$ cat src/rtl/mem_arbiter.sv
// Two-requester round-robin arbiter in front of a single-port memory with
// one-cycle read latency. Each access runs IDLE -> ISSUE -> RESP (3 cycles).
module mem_arbiter #(
  parameter int ADDR_W = 24,
  parameter int DATA_W = 16
) (
  input  logic              clk,
  input  logic              rst,
  input  logic              req0,
  input  logic              req1,
  input  logic [ADDR_W-1:0] addr0,
  input  logic [ADDR_W-1:0] addr1,
  input  logic [DATA_W-1:0] wdata0,
  input  logic [DATA_W-1:0] wdata1,
  input  logic              we0,
  input  logic              we1,
  output logic              done0,
  output logic              done1,
  output logic [DATA_W-1:0] rdata0,
  output logic [DATA_W-1:0] rdata1,
  output logic [ADDR_W-1:0] mem_addr,
  output logic [DATA_W-1:0] mem_wdata,
  output logic              mem_we,
  input  logic [DATA_W-1:0] mem_rdata,
  output logic              busy
);

  typedef enum logic [1:0] {
    ST_IDLE  = 2'd0,
    ST_ISSUE = 2'd1,
    ST_RESP  = 2'd2
  } state_t;

  state_t              r_state;
  state_t              w_state_next;
  logic                r_prio;
  logic                r_id;
  logic                r_we;
  logic [ADDR_W-1:0]   r_addr;
  logic [DATA_W-1:0]   r_wdata;

  logic                w_grant;
  logic                w_grant_id;
  logic [ADDR_W-1:0]   w_sel_addr;
  logic [DATA_W-1:0]   w_sel_wdata;
  logic                w_sel_we;

  // Next-state, arbitration and output decode. Outputs are forced quiet
  // while rst is high so an in-flight access is squashed immediately.
  always_comb begin
    w_state_next = r_state;
    w_grant      = 1'b0;
    w_grant_id   = 1'b0;
    done0        = 1'b0;
    done1        = 1'b0;
    rdata0       = '0;
    rdata1       = '0;
    mem_addr     = '0;
    mem_wdata    = '0;
    mem_we       = 1'b0;
    busy         = 1'b0;

    case (r_state)
      ST_IDLE: begin
        if (req0 || req1) begin
          w_grant      = 1'b1;
          // A lone requester wins outright; a tie goes to the prio side.
          w_grant_id   = (req0 && req1) ? r_prio : req1;
          w_state_next = ST_ISSUE;
        end
      end
      ST_ISSUE: begin
        w_state_next = ST_RESP;
        if (!rst) begin
          busy      = 1'b1;
          mem_addr  = r_addr;
          mem_wdata = r_wdata;
          mem_we    = r_we;
        end
      end
      ST_RESP: begin
        w_state_next = ST_IDLE;
        if (!rst) begin
          busy = 1'b1;
          if (r_id) begin
            done1  = 1'b1;
            rdata1 = mem_rdata;
          end else begin
            done0  = 1'b1;
            rdata0 = mem_rdata;
          end
        end
      end
      default: begin
        w_state_next = ST_IDLE;
      end
    endcase
  end

  always_comb begin
    w_sel_addr  = w_grant_id ? addr1  : addr0;
    w_sel_wdata = w_grant_id ? wdata1 : wdata0;
    w_sel_we    = w_grant_id ? we1    : we0;
  end

  always_ff @(posedge clk) begin
    if (rst) begin
      r_state <= ST_IDLE;
      r_prio  <= 1'b0;
      r_id    <= 1'b0;
      r_addr  <= '0;
      r_wdata <= '0;
      r_we    <= 1'b0;
    end else begin
      r_state <= w_state_next;
      if (w_grant) begin
        r_id    <= w_grant_id;
        r_prio  <= ~w_grant_id;
        r_addr  <= w_sel_addr;
        r_wdata <= w_sel_wdata;
        r_we    <= w_sel_we;
      end
    end
  end

endmodule

$ cat config.mk
export PLATFORM = sky130hd
export DESIGN_NAME = mem_arbiter
export DESIGN_NICKNAME = d
export VERILOG_FILES = /design/src/rtl/mem_arbiter.sv
export SDC_FILE = /design/constraint.sdc
export NUM_CORES = 1
export LEC_CHECK = 0
export BUFFER_PORTS_ARGS = -buffer_cell sky130_fd_sc_hd__clkbuf_2
export CAP_MARGIN = 40
export CORE_ASPECT_RATIO = 0.5
export CORE_MARGIN = 2
export CORE_UTILIZATION = 30
export CTS_CLUSTER_DIAMETER = 100
export DETAILED_ROUTE_END_ITERATION = 6
export GPL_TIMING_DRIVEN = 0
export PLACE_DENSITY_LB_ADDON = 0.3
export SYNTH_ARGS = -nofsm -noshare
export SYNTH_HDL_FRONTEND = slang
export SYNTH_SLANG_ARGS = --single-unit
export TNS_END_PERCENT = 1
$ cat constraint.sdc
create_clock -name clk -period 2.1 [get_ports clk]
set_clock_uncertainty 0.2 [all_clocks]
set_input_delay 0.105 -clock clk [delete_from_list [all_inputs] [get_ports clk]]
set_output_delay 0.105 -clock clk [all_outputs]
set_load 0.02 [all_outputs]
==> impl_results.md, run 1 <==
- WP data arrival: 1.77 ns
- Sequential fraction of the synthesis area: 0.327
- NumNets Final: 680
- CTS tree: built
- Switching share of power: 0.321
- Sequential share of power: 0.394
- Num CTS Buffers: 5
- Initial Util: 0.313
- First-pass GRT wire length: approximately 15 mm
- I/O Buffers: 177
- Crit path capture type: output port
- Grt ovf: 0
- Endpoints failing setup: 0
- Root Driver: clkbuf_16
- WP data required: between 1.5 and 2 ns
- Dominant cell type by area after synthesis: dfxtp_1
- Vias post-DR: between 3,000 and 4,000
- CP startpoint kind: flop
- Post-Syn Area per Cell: roughly 7.8 um2
- Area Growth Syn to Fin: 58.0%
- Final HPWL from detailed placement: 7.21 mm
- Area share of the largest cell type after synthesis: 0.327
- # DRC: 0
- Antenna Cells: 0
- Unrepaired setup endpoints after global routing: true
- Drt first pass iters: 4
- Die height: approximately 72 um
- Post-Synthesis Cells: 354
- Clk_lat worst skew: roughly 0.29 ns
- Top cells by area, synth: dfxtp_1, and2_1, a2111oi_0, nor4_1, nor3_1
- Placed cell count: 648
- Total wire length: around 10 mm
- Clk sinks: 45
- Power share of the clock group: 0.298
- Max Cap Viol: 0
- PnR Total Power: 0.00257 W
- Commonest non-fill, non-tap cell in the layout: clkbuf_2
- Core Region: 8800 um2
- Die Area: 10000 um2
- Syn Std Cell Area: between 2000 and 3000 um2
- Routability-driven placement congestion ratio: roughly 0.84
- Clock transition at the registers of the reported paths: 0.06 ns
- Hold_sp: addr1[13]
- Worst VDD drop: 0.357 mV
- Crit path time final: 2.08 ns
- GRT Resource Usage Total: 0.190
- Status: finished with violations
- Int Pwr: 0.00175 W
- Critical path peak fanout: 10
- Power Dens Cells: 592 nW/um2
- Psw: between 0.0008 and 0.0009 W
- Pin count of the biggest net entering global routing: 14
- CP startpoint: r_state[0]
- Slew at the pin with the worst max-slew slack: 0.500 ns
- Starting DRT DRC Count: 161
- Post-synthesis register bit count: 45
- Final Cycle Share: 0.990
- Cell variety after synth: 24
- Worst r2r src: r_state[0]
- Lkg Pwr: approximately 2 nW
- # fillers: 890
- Via density: 4.96
- Clock buffer depth: 2
- FMAX: 0.481 GHz
- Vias in the first global route: 3,234
- Initial antenna violation count: 0
- Commonest non-fill, non-tap cells in the layout: clkbuf_2, and2_1, dfxtp_1
- Final hold vios: 4
- Final ANT Viol Nets: 0
- Ys async rst share: 0
- Post-synthesis net count: 459
- Io pins: 178
- H-tree lvl count: 2
- Die Wd: 139 um
- Type of the worst setup path: flop to output port
- Max-Slew Margin vs Limit: 0.658
- Violated checks: negative hold slack
- Place WS: -0.0298 ns
- Avg WL per Cell: 14.5 um
- Comb pwr share: 0.307
- Hold WC Path Type: input pin to flop
- Warnings from Yosys: 0
- Setup ws final: 0.0209 ns
- Layout cells sized above 1: 0.365
- Primary FF master, synth: dfxtp_1
- WHS: -0.00818 ns
- EDFF count, synth: 0
- Core Rows: 24
- Slew Limit Fails: 0
- Cell Count, Final, Fillers Out: 693
==> power groups by stage <==
| stage | logic (W) | clock network [W] | registers (W) |
|---|---|---|---|
| 2_1_floorplan | 0.000472 | 0 | 0.00102 |
| 3_3_place_gp | 0.000719 | 0 | 0.00103 |
| 3_5_place_dp | 0.000722 | 0 | 0.00103 |
| 4_1_cts | 0.000785 | 0.000779 | 0.00101 |
| 5_1_grt | 0.000878 | 0.000812 | 0.00103 |
| 6_report | 0.000791 | 0.000768 | 0.00101 |
==> logic make-up (layout without fill, tap and decap cells) <==
logic type | Yosys count | after routing | synth area share
fa+ha+maj | 3 | 3 | 0.0136
buf+inv | 60 | 282 | 0.103
mux | 1 | 1 | 0.00364
compound gates | 58 | 58 | 0.173
flops | 45 | 45 | 0.327
simple gates | 187 | 187 | 0.379
==> routing by layer <==
metal	vias up	share of wire	GRT usage	wire length [um]
met5	-	0	0	0
met1	1583	0.43	0.239	4330
met3	16	0.061	0.0408	610
met4	0	0.014	0.0550	144
met2	123	0.49	0.332	4940
li1	1716	-	-	-
==> cell usage after synthesis (2+ instances only) <==
library cell	number
clkbuf_1	25
buf_6	6
a2111oi_0	34
dfxtp_1	45
o22ai_1	2
nor3b_1	2
a21oi_1	7
buf_2	8
nor2b_1	3
nor2_1	36
o211ai_1	7
ha_1	3
and2_1	73
inv_1	19
o32a_1	7
nor4_1	34
nor3_1	36
==> critical path, cell delays in order (launching register included) <==
cell and delay, ns:
dfxtp_1 0.33, inv_1 0.10, ha_1 0.19, nor3b_4 0.35
clkbuf_8 0.23, and2_1 0.15, buf_4 0.14
==> through the flow <==
stage	area [um2]	utilization	TNS (ns)
after global routing	4350	0.494	-0.743
after detailed placement	3780	0.430	-0.134
after floorplan	2750	-	0
final	4350	0.494	0
after global placement	3780	0.430	-0.0972
after CTS	4320	0.491	0
==> registers in the layout (all words and copies together), names as in the netlist <==
name	flops
r_addr	24
r_id	1
r_prio	1
r_state	2
r_wdata	16
r_we	1
==> layout make-up <==
cell class	instances	area (um2)	area share
Multi-Input combinational cell	249	1590	0.366
Timing Repair Buffer	214	1270	0.291
Sequential cell	45	901	0.207
Buffer	41	231	0.0533
Tap cell	117	146	0.0337
Clock buffer	6	129	0.0296
Inverter	19	71.3	0.0164
Clock inverter	2	10.0	0.00230
==> timing repair <==
item	4_1_cts	5_1_grt
setup endpoints to repair	67	61
resized for setup	11	20
buffers inserted	0	1
hold buffers	36	0
endpoints found under the hold margin	28	0
==> final timing paths <==
path	endpoint	slack, ns	cells after the start
max	rdata1[7]	0.02	6
min	r_addr[13]	-0.008	3
max reg2reg	r_addr[15]	0.12	6
min reg2reg	r_addr[6]	0.29	2
(Power assumes the default switching activity.)
==> run 2: changes to the inputs <==
--- a/config.mk
+++ b/config.mk
@@ -14,6 +14,7 @@
 export DETAILED_ROUTE_END_ITERATION = 6
 export GPL_TIMING_DRIVEN = 0
 export PLACE_DENSITY_LB_ADDON = 0.3
+export SETUP_SLACK_MARGIN = 0.05
 export SYNTH_ARGS = -nofsm -noshare
 export SYNTH_HDL_FRONTEND = slang
 export SYNTH_SLANG_ARGS = --single-unit
==> impl_results.md, run 2 (same netlist as run 1, synthesis figures left out) <==
- Vias post-DR: 3,435 (was 3,438)
- Die Area: 10000 um2 (unchanged)
- Crit path time final: 2.02 ns (was 2.08 ns)
- PnR Total Power: 0.00258 W (was 0.00257 W)
- Top cell by count, worst path: clkbuf_8
- Clk sinks: 45 (unchanged)
- H-tree lvl count: 2 (unchanged)
- CP startpoint kind: flop (unchanged)
- Kind of cell adding the most delay to the critical path: simple AND/OR/NAND/NOR gates (unchanged)
- Die height: 71.7 um (unchanged)
- Vias in the first global route: 3,245 (was 3,234)
- Clock transition at the registers of the reported paths: 0.07 ns (was 0.06 ns)
- Final ANT Viol Nets: 0 (unchanged)
- Top flop regs: r_addr: 24 flops, r_wdata: 16 flops, r_state: 2 flops (unchanged)
- Avg WL per Cell: 14.5 um (about the same)
- Max Cap Viol: 0 (unchanged)
- Io pins: 178 (unchanged)
- NumNets Final: 680 (unchanged)
- Hold WC Path Type: input pin to flop (unchanged)
- Fin Setup TNS: 0 ns (unchanged)
- Unrepaired setup endpoints after global routing: true (unchanged)
- Commonest non-fill, non-tap cell in the layout: clkbuf_2 (unchanged)
- WP data arrival: 1.71 ns (was 1.77 ns)
- Slew at the pin with the worst max-slew slack: 0.499 ns (was 0.500 ns)
- Antenna Cells: 0 (unchanged)
- Max-Slew Margin vs Limit: 0.659 (was 0.658)
- Drt first pass iters: 4 (unchanged)
- Clock buffer depth: 2 (unchanged)
- Final Cycle Share: 0.962 (was 0.990)
- Core Rows: 24 (unchanged)
- Slowest CP cell: dfxtp_2 (was nor3b_4)
- CP startpoint: r_state[0] (unchanged)
- Metal1 wirelength: 4.45 mm (was 4.33 mm)
- CTS tree: built (unchanged)
- FMAX: 0.495 GHz (was 0.481 GHz)
- Die Wd: 139 um (unchanged)
- Clk_lat worst skew: 0.29 ns (about the same)
- # DRC: 0 (unchanged)
- Type of the worst setup path: flop to output port (unchanged)
- Cell Chain, Critical Path: inv_2 > ha_2 > nor3b_4 > clkbuf_8 > and2_4 > clkbuf_8 (was inv_1 > ha_1 > nor3b_4 > clkbuf_8 > and2_1 > buf_4)
- First-pass GRT wire length: 15.5 mm (about the same)
- Hold_sp: addr1[13] (unchanged)
- Num CTS Buffers: 5 (unchanged)
- Commonest non-fill, non-tap cells in the layout: clkbuf_2, and2_1, dfxtp_1 (unchanged)
- Starting DRT DRC Count: 162 (was 161)
- Grt ovf: 0 (unchanged)
- Lkg Pwr: 2.06 nW (was 2.04 nW)
- Layout cells sized above 1: 0.380 (was 0.365)
- I/O Buffers: 177 (unchanged)
- Initial antenna violation count: 0 (unchanged)
- WP data required: 1.79 ns (about the same)
- GRT Resource Usage Total: 0.190 (about the same)
- Slew Limit Fails: 0 (unchanged)
- Max reg flops: 24 (unchanged)
- Root Driver: clkbuf_16 (unchanged)
- Top routing layer in use: met4 (unchanged)
- Pin count of the biggest net entering global routing: 14 (unchanged)
- Slowest cell delay on critical path: 0.34 ns (was 0.35 ns)
- WHS: -0.00691 ns (was -0.00818 ns)
- Routability-driven placement congestion ratio: 0.836 (unchanged)
- Area Growth Syn to Fin: 59.8% (was 58.0%)
- Final hold vios: 2 (was 4)
- Worst Path Buf+Inv: 3 (unchanged)
- Endpoints failing setup: 0 (unchanged)
- Status: finished with violations (unchanged)
- WL met2: 4.91 mm (was 4.94 mm)
- Final HPWL from detailed placement: 7.21 mm (unchanged)
- Violated checks: negative hold slack (unchanged)
- Via density: 4.96 (about the same)
- Critical path peak fanout: 10 (unchanged)
- Power Dens Cells: 587 nW/um2 (was 592 nW/um2)
- Worst VDD drop: 0.356 mV (was 0.357 mV)
- Placed Area: 3780 um2 (unchanged)
- Core Region: 8800 um2 (unchanged)
- Crit path capture type: output port (unchanged)
- Top reg by flops: r_addr (unchanged)
- Initial Util: 0.313 (unchanged)
- Worst r2r src: r_state[1] (was r_state[0])
- Routed length on met3: 554 um (was 610 um)
- Final instance area: 4400 um2 (was 4350 um2)
- Total wire length: 10.0 mm (about the same)
[run 2: changes by cell type in the layout (fill, tap and decap cells not counted), sizes merged]
| cell | previous run | this run |
|---|---|---|
| buf | 27 | 25 |
| clkbuf | 198 | 200 |
[run 2: power by group]
part / switching [W] / leakage, nW / internal (W)
Clock: 0.000328 / 0.0706 / 0.000437
Sequential: 0.0000478 / 0.374 / 0.000968
Combinational: 0.000450 / 1.61 / 0.000348
[run 2: area by class of cell]
| class | instances | area (um2) |
|---|---|---|
| Fill cell | 876 | 4400 |
| Tap cell | 117 | 146 |
| Multi-Input combinational cell | 249 | 1600 |
| Buffer | 41 | 245 |
| Sequential cell | 45 | 902 |
| Timing Repair Buffer | 214 | 1290 |
| Inverter | 19 | 71.3 |
| Clock inverter | 2 | 10.0 |
| Clock buffer | 6 | 129 |
[run 2: path summary, 6_finish.rpt]
| kind | end | slack (ns) | cells past startpoint |
|---|---|---|---|
| worst max-delay path | rdata1[7] | 0.08 | 6 |
| worst min-delay path | r_addr[13] | -0.007 | 3 |
| worst max register to register | r_addr[8] | 0.19 | 6 |
| worst min register to register | r_addr[16] | 0.29 | 2 |
[run 2: tightest hold or removal path, delay by kind of cell]
family | cells | cell delay (ns)
buf+inv | 1 | 0.08
simple gates | 2 | 0.24
[run 2: what timing repair did]
item	CTS	global route
endpoints found under the setup margin	67	86
buffers inserted	0	1
hold buffers	36	0
gates resized for setup	18	38
hold endpoints to repair	28	0
[run 2: metal layers]
layer  global-route usage  vias up
met5                    0        -
met4               0.0550        0
met3               0.0408       15
met2                0.333      107
met1                0.240     1588
li1                     -     1725
[run 2: metrics by stage]
stage	worst slack (ns)	std cells	utilization	hold slack [ns]
after detailed placement	-0.0298	648	0.430	0.182
after global routing	-0.0329	693	0.500	0.0126
final	0.0802	693	0.500	-0.00691
after CTS	0.0422	692	0.493	0.000799
after floorplan	0.350	354	-	0.0746
after global placement	-0.0285	648	0.430	0.177
